File: config.mk
export PLATFORM = sky130hd
export DESIGN_NAME = decode_stage
export DESIGN_NICKNAME = d
export VERILOG_FILES = /design/src/rtl/venus_pkg.sv /design/src/rtl/decode_ctrl.sv /design/src/rtl/decode_stage.sv
export SDC_FILE = /design/constraint.sdc
export NUM_CORES = 1
export LEC_CHECK = 0
export BUFFER_PORTS_ARGS = -buffer_cell sky130_fd_sc_hd__buf_4
export CAP_MARGIN = 20
export CORE_ASPECT_RATIO = 0.6
export CORE_MARGIN = 4
export CORE_UTILIZATION = 45
export DETAILED_ROUTE_END_ITERATION = 7
export GPL_ROUTABILITY_DRIVEN = 0
export PLACE_DENSITY = 0.84
export SYNTH_ARGS = -nofsm -noshare
export SYNTH_HDL_FRONTEND = slang
export SYNTH_HIERARCHICAL = 1
export SYNTH_SLANG_ARGS = --single-unit
File: constraint.sdc
create_clock -name clk -period 3.2 [get_ports clk]
set_input_delay 0.48 -clock clk [delete_from_list [all_inputs] [get_ports clk]]
set_output_delay 0.48 -clock clk [all_outputs]
set_load 0.01 [all_outputs]
File: src/rtl/venus_pkg.sv
// Shared definitions for the Venus decode path: default widths, instruction
// field positions and the instruction class encodings.
package venus_pkg;

  localparam int XLEN_DEF  = 32;
  localparam int RADDR_DEF = 5;

  localparam int CLS_MSB  = 31;
  localparam int ALU_LSB  = 26;
  localparam int RD_MSB   = 25;
  localparam int RD_LSB   = 21;
  localparam int RS_MSB   = 20;
  localparam int RS_LSB   = 16;
  localparam int IMMF_BIT = 15;
  localparam int IMM_W    = 15;

  typedef enum logic [2:0] {
    CLS_INTE  = 3'b000,
    CLS_LOGIC = 3'b001,
    CLS_SHIFT = 3'b010,
    CLS_LD    = 3'b011,
    CLS_ST    = 3'b100,
    CLS_BR    = 3'b101
  } cls_e;

  typedef struct packed {
    logic inte;
    logic lgc;
    logic shift;
    logic ld;
    logic st;
    logic br;
  } ctrl_t;

endpackage

File: src/rtl/decode_ctrl.sv
// Combinational opcode decode: one-hot class controls, ALU sub-op, illegal
// class flag and the extended immediate.
module decode_ctrl
  import venus_pkg::*;
#(
  parameter int XLEN = XLEN_DEF
) (
  input  logic [5:0]       op,
  input  logic [IMM_W-1:0] imm15,
  output ctrl_t            ctrl,
  output logic [2:0]       alu_op,
  output logic             illegal,
  output logic [XLEN-1:0]  imm
);

  logic [2:0] cls;

  assign cls    = op[5:3];
  assign alu_op = op[2:0];

  always_comb begin
    ctrl    = '0;
    illegal = 1'b0;
    case (cls)
      CLS_INTE:  ctrl.inte  = 1'b1;
      CLS_LOGIC: ctrl.lgc   = 1'b1;
      CLS_SHIFT: ctrl.shift = 1'b1;
      CLS_LD:    ctrl.ld    = 1'b1;
      CLS_ST:    ctrl.st    = 1'b1;
      CLS_BR:    ctrl.br    = 1'b1;
      default:   illegal    = 1'b1;
    endcase
  end

  // Logical operations want raw bit masks, so only they zero-extend.
  assign imm = (cls == CLS_LOGIC) ? {{(XLEN-IMM_W){1'b0}}, imm15}
                                  : {{(XLEN-IMM_W){imm15[IMM_W-1]}}, imm15};

endmodule

File: src/rtl/decode_stage.sv
// Venus decode / register-read stage: drives the register-file read ports and
// owns the decode/execute pipeline register with load-use and stall handling.
module decode_stage
  import venus_pkg::*;
#(
  parameter int XLEN  = XLEN_DEF,
  parameter int RADDR = RADDR_DEF
) (
  input  logic             clk,
  input  logic             rst,
  input  logic [XLEN-1:0]  inst_i,
  input  logic             inst_valid_i,
  input  logic             stall_i,
  input  logic             flush_i,
  output logic [RADDR-1:0] rf_rd_addr_o,
  output logic [RADDR-1:0] rf_rs_addr_o,
  input  logic [XLEN-1:0]  rf_rd_data_i,
  input  logic [XLEN-1:0]  rf_rs_data_i,
  output logic [XLEN-1:0]  rd_value_o,
  output logic [XLEN-1:0]  rs_value_o,
  output logic [XLEN-1:0]  imm_value_o,
  output logic             immf_o,
  output logic             ctrl_inte_o,
  output logic             ctrl_logic_o,
  output logic             ctrl_shift_o,
  output logic             ctrl_ld_o,
  output logic             ctrl_st_o,
  output logic             ctrl_br_o,
  output logic [2:0]       alu_op_o,
  output logic [RADDR-1:0] rd_addr_o,
  output logic             valid_o,
  output logic             illegal_o,
  output logic             stall_o
);

  typedef struct packed {
    logic             valid;
    ctrl_t            ctrl;
    logic             illegal;
    logic             immf;
    logic [2:0]       alu_op;
    logic [RADDR-1:0] rd_addr;
    logic [XLEN-1:0]  rd_value;
    logic [XLEN-1:0]  rs_value;
    logic [XLEN-1:0]  imm_value;
  } dx_t;

  dx_t              dx_q;
  dx_t              dx_d;
  dx_t              dec;
  logic [RADDR-1:0] rd_f;
  logic [RADDR-1:0] rs_f;
  ctrl_t            dec_ctrl;
  logic [2:0]       dec_alu;
  logic             dec_illegal;
  logic [XLEN-1:0]  dec_imm;
  logic             hazard;
  logic             live;

  assign rd_f         = inst_i[RD_MSB:RD_LSB];
  assign rs_f         = inst_i[RS_MSB:RS_LSB];
  assign rf_rd_addr_o = rd_f;
  assign rf_rs_addr_o = rs_f;

  decode_ctrl #(.XLEN(XLEN)) u_decode_ctrl (
    .op      (inst_i[CLS_MSB:ALU_LSB]),
    .imm15   (inst_i[IMM_W-1:0]),
    .ctrl    (dec_ctrl),
    .alu_op  (dec_alu),
    .illegal (dec_illegal),
    .imm     (dec_imm)
  );

  // rd is a source too: execute consumes rd_value, so it must wait for the load.
  assign hazard = inst_valid_i & dx_q.valid & dx_q.ctrl.ld & (dx_q.rd_addr != '0) &
                  ((dx_q.rd_addr == rd_f) | (dx_q.rd_addr == rs_f));
  assign stall_o = stall_i | (hazard & ~flush_i);
  assign live    = inst_valid_i & ~dec_illegal;

  always_comb begin
    dec         = '0;
    dec.illegal = inst_valid_i & dec_illegal;
    if (live) begin
      dec.valid     = 1'b1;
      dec.ctrl      = dec_ctrl;
      dec.immf      = inst_i[IMMF_BIT];
      dec.alu_op    = dec_alu;
      dec.rd_addr   = rd_f;
      dec.rd_value  = (rd_f == '0) ? '0 : rf_rd_data_i;
      dec.rs_value  = (rs_f == '0) ? '0 : rf_rs_data_i;
      dec.imm_value = dec_imm;
    end
  end

  // A held instruction must not re-report illegal while execute is stalled.
  always_comb begin
    dx_d = dx_q;
    if (flush_i) begin
      dx_d = '0;
    end else if (stall_i) begin
      dx_d.illegal = 1'b0;
    end else if (hazard) begin
      dx_d = '0;
    end else begin
      dx_d = dec;
    end
  end

  always_ff @(posedge clk or posedge rst) begin
    if (rst) begin
      dx_q <= '0;
    end else begin
      dx_q <= dx_d;
    end
  end

  assign valid_o      = dx_q.valid;
  assign ctrl_inte_o  = dx_q.ctrl.inte;
  assign ctrl_logic_o = dx_q.ctrl.lgc;
  assign ctrl_shift_o = dx_q.ctrl.shift;
  assign ctrl_ld_o    = dx_q.ctrl.ld;
  assign ctrl_st_o    = dx_q.ctrl.st;
  assign ctrl_br_o    = dx_q.ctrl.br;
  assign illegal_o    = dx_q.illegal;
  assign immf_o       = dx_q.immf;
  assign alu_op_o     = dx_q.alu_op;
  assign rd_addr_o    = dx_q.rd_addr;
  assign rd_value_o   = dx_q.rd_value;
  assign rs_value_o   = dx_q.rs_value;
  assign imm_value_o  = dx_q.imm_value;

endmodule

**Word-level counts from Yosys, hierarchy flattened**

Cells that the tools add are included.
W data, S select, Z words.

- Register bits after elaboration: 113
- Bits of input ports: 101
- Output and inout bits: 124
- Word-level logic and storage cells: 54

- Equal/unequal tests: 8
- Mux-type cells: 17
- Bitwise gates (word level): 10
- Reduce and logical (&&, ||, !) cells: 5

Operators with widths:

| kind | number |
|---|---|
| $mux W113 | 2 |
| $mux W105 | 2 |
| $mux W32 | 3 |
| $mux W7 | 2 |
| $eq A5 B5 Y1 | 2 |
| $logic_not A5 Y1 | 2 |
| $mux W1 | 8 |
| $and A1 B1 Y1 | 7 |
| $eq A3 B2 Y1 const B | 2 |
| $eq A3 B3 Y1 const B | 2 |
| $reduce_or A6 Y1 | 1 |
| $reduce_bool A5 Y1 | 1 |
| $eq A3 B1 Y1 const B | 1 |
| $logic_not A3 Y1 | 1 |
| $ne A2 B1 Y1 const B | 1 |
| $or A1 B1 Y1 | 2 |
| $not A1 Y1 | 1 |

**Logic depth before layout (Yosys ltp)**

- Depth in word-level cells: 7
- Depth in mapped cells: 6
- Gate-level depth less buffers: 5

**Cells and area by module**

The synthesis kept the hierarchy.

By module, submodules not included:

| module | instances | cells an instance | area an instance (um^2) |
|---|---|---|---|
| decode_stage | 1 | 548 | 5,377.7 |
| decode_ctrl | 1 | 42 | 320.3 |

**Least setup slack after synthesis**

No wires, ideal clock.

- Path type: register to output
- Start point: register dx_q (netlist bit rd_addr_o[1])
- End point: output stall_o
- Arrival time: 1.650 ns
- Data required time: 2.720 ns
- Setup slack: 1.070 ns
- Stages on the path, launching flop included: 6
- Path through: dfrtp_1 > or4_1 > o2111ai_2 > buf_4 > nor2_1 > a21o_1

- Longest elaborated chain between the ends: 5
- Elaborated cells on any way between the ends: 8
- Those cells by class: 2 x eq/ne; 5 x bitwise; 1 x reduce/logical

RTL lines:

| element | line | source |
|---|---|---|
| start, declared | decode_stage.sv:48 | `dx_t dx_q;` |
| start signal, assigned | decode_stage.sv:111 | `dx_q <= '0;` |
| start signal, assigned | decode_stage.sv:113 | `dx_q <= dx_d;` |
| $eq A5 B5 Y1 or $reduce_bool A5 Y1 (tied branches) | decode_stage.sv:76, decode_stage.sv:75 |  |
| $or A1 B1 Y1 or $and A1 B1 Y1 (tied branches) | decode_stage.sv:76, decode_stage.sv:75 |  |
| $and A1 B1 Y1 * | decode_stage.sv:75 | `assign hazard = inst_valid_i & dx_q.valid & dx_q.ctrl.ld & (dx_q.rd_addr != '0) &` |
| $and A1 B1 Y1 * | decode_stage.sv:77 | `assign stall_o = stall_i \| (hazard & ~flush_i);` |
| $or A1 B1 Y1 * | decode_stage.sv:77 |  |
| end, declared | decode_stage.sv:33 | `output logic stall_o` |

Every way passes the cells marked *; elsewhere a longest branch is shown, timed or not.

**Worst setup path in the final report**

Same ends and word-level chain as after synthesis.

==> summary.txt <==
Synthesis
  • Gate Count Post-Synth: 590
  • Synth Register Bits: 113
  • Ys Warns: 6
  • Main flop type after synthesis: dfrtp_1
  • Number of synthesized flops with an enable pin: 0
  • Mapped cell area: 0.005698 mm^2
  • Distinct cells, synth: 30
  • Post-synth top area cell: dfrtp_1
  • Avg Cell Area, Syn: 9.658 um^2
  • Synth top area cells: dfrtp_1 50%, a32oi_1 17%, nand2_1 7.4%
  • Post-synth ARST share: 100.0%
  • Synth cell count leaders: 113 x dfrtp_1, 113 x nand2_1, 111 x a32oi_1
  • Synth Net Count: 691
  • Post-synthesis sequential area ratio: 49.63%
  • Yosys top cell area share: 49.63%

Worst setup path
  • Slowest CP cell: or4_1
  • Worst path required time: 2.72 ns
  • Setup crit end kind: output pin
  • Delay of the slowest critical-path stage: 0.62 ns
  • Arrival time at the worst endpoint: 2.11 ns
  • Stages on worst setup path: 5
  • Worst flop-to-flop path endpoint: rs_value_o[20]
  • WS Path Type: flip-flop to output pin
  • CP Buf/Inv Count: 1
  • R2R Setup Slk: 0.95 ns
  • Critical path's top delay family: simple AND/OR/NAND/NOR gates
  • Worst r2r src: rd_addr_o[1]
  • Max FO, Critical Path: 5
  • Crit-path cells: or4_1, o2111ai_4, nor2_1, a21o_1, buf_4
  • FF-to-FF path depth: 5
  • Crit start category: flip-flop

Global route
  • GRT Overall Usage: 23.12%
  • Initial antenna violation count: 0
  • Vias in the first global route: 5032
  • Largest net degree at the start of global routing: 114
  • Total grt overflow: 0
  • First-pass GRT wire length: 27140 um

Hold path
  • Worst Hold Path Cells: 3
  • Min-delay src: rf_rs_data_i[12]
  • Worst Hold Path EP: rs_value_o[12]
  • Hold Crit Class: primary input to flip-flop

Run
  • Max Cap Violations: 0

Placed design
  • Post-detail-place hpwl: 11630 um
  • PortBufs: 224
  • Pre-CTS setup slack: 0.7541 ns

STA
  • Tmin final: 2.588 ns
  • Setup TNS: 0 ns
  • Peak Freq: 386.5 MHz
  • Final Hold Fails: 0
  • Worst-margin pin slew: 0.7920 ns
  • Final setup vio count: 0
  • RSZ-0062 raised after global routing: no
  • Final period util: 80.86%
  • Slew margin rel.: 47.20%
  • Post-route clock skew: 0.01328 ns
  • Setup slack after layout: 0.6125 ns
  • Slew Limit Fails: 0

Die
  • IO Pins: 225
  • Die area: 0.01459 mm^2
  • Die W: 153.3 um
  • Initial core utilization: 46.64%
  • Site Rows: 31
  • Die Y: 95.16 um
  • Core area: 0.01222 mm^2

Clock network
  • Root Driver: clkbuf_16
  • TritonCTS clock tree: done
  • Setup Buffers After CTS: 0
  • Reg clk slew, reported paths: 0.06 ns
  • Clk_lat worst skew: 0.41 ns
  • CTS buffer count: 17
  • CTS max path bufs: 2
  • Clk sinks: 113
  • H-tree Lvls: 4

Final layout
  • Fin nets: 847
  • Share of post-route cells with drive strength above 1: 37.04%
  • Diode count: 0
  • Fillers: 1006
  • Area Overhead vs Synth: 36.34%

Route
  • DRC: 0
  • First DRT Iteration DRCs: 460
  • Number of vias per cell: 5.828
  • Via count: 5368
  • Antenna viol nets, final: 0
  • Drt wl/cell: 18.90 um
  • DR pass1 iterations: 5
  • Drt total wl: 17400 um

Run status
  • Status: finished clean

Power
  • Power per cell area: 511.0 mW/mm^2
  • VDD IR max: 0.3987 mV
  • LEAKAGE: 3.492 nW
  • Final Power: 0.003970 W
worst reg2reg max path, stage by stage (launching register included):
cell and delay [ns]:
dfrtp_1 0.46, or4_1 0.62, o2111ai_4 0.25, buf_12 0.43, a32oi_1 0.28, o21ai_1 0.14
placed cells by master, fill, tap and decap left out, types with 2 or more instances in the layout:
cell type,instances
a21oi_4,2
clkinv_2,4
clkinvlp_4,6
xnor2_1,10
nor3b_1,2
buf_12,4
and3b_2,2
nand2_1,113
nand3_1,2
o21ai_1,45
buf_4,233
dfrtp_1,113
clkbuf_16,17
a32oi_1,111
o21ai_0,67
nor2_1,3
nor3_1,3
bufinv_16,2
flip-flops by register name, indices dropped and copies added (netlist names), 3 cells and up:
| name | count |
|---|---|
| rd_addr_o | 5 |
| rd_value_o | 32 |
| alu_op_o | 3 |
| imm_value_o | 32 |
| rs_value_o | 32 |
layout make-up:
type	instances	area, um^2	share of cell area [%]
Timing Repair Buffer	239	1854	23.87
Tap cell	165	206.4	2.657
Clock inverter	11	117.6	1.514
Multi-Input combinational cell	373	2312	29.76
Clock buffer	18	439.2	5.653
Sequential cell	113	2828	36.40
Inverter	2	11.26	0.1450
cells by family (layout without fill, tap and decap cells):
group | Yosys count | count (layout) | share of synthesized area, %
AO/OA/AOI/OAI | 230 | 230 | 28.19
AND/OR/NAND/NOR | 133 | 133 | 10.08
flip-flops | 113 | 113 | 49.63
buffers and inverters | 104 | 270 | 10.56
XOR/XNOR | 10 | 10 | 1.537
per-layer routing:
layer	wire, um	track usage, %	vias to the layer above
met2	8134	35.87	261
li1	-	-	2480
met4	220	6.894	0
met1	7324	31.32	2603
met5	0	0	-
met3	1723	7.483	24
worst max-delay path by stage:
stage            startpoint              to  slack, ns
6_report       rd_addr_o[1]         stall_o       0.61
5_1_grt        rd_addr_o[1]         stall_o       0.54
4_1_cts        rd_addr_o[1]         stall_o       0.60
3_5_place_dp     inst_i[30]  rs_value_o[20]       0.75
3_3_place_gp     inst_i[30]  rs_value_o[13]       0.83
2_1_floorplan  rd_addr_o[1]         stall_o       1.07
power by group:
| part | internal [W] | switching, W | leakage, nW |
|---|---|---|---|
| combinational | 0.000281 | 0.000310 | 1.70 |
| clock | 0.00114 | 0.000656 | 0.261 |
| sequential | 0.00152 | 0.0000621 | 1.53 |
repair_timing:
| item | in CTS | in global routing |
|---|---|---|
| hold endpoints to repair | 0 | 2 |
| hold buffers | 0 | 1 |
| gates resized for setup | 0 | 0 |
through the flow:
step | hold slack [ns] | area, um^2 | utilization [%] | cells
3_5_place_dp | 0.4854 | 7167 | 58.66 | 889
6_report | 0.3236 | 7769 | 63.58 | 921
5_1_grt | 0.3211 | 7769 | 63.58 | 921
2_1_floorplan | 0.5245 | 5702 | - | 590
4_1_cts | 0.3045 | 7724 | 63.22 | 918
3_3_place_gp | 0.4715 | 7167 | 58.66 | 889
No activity file was read; power rests on OpenSTA's default activity.
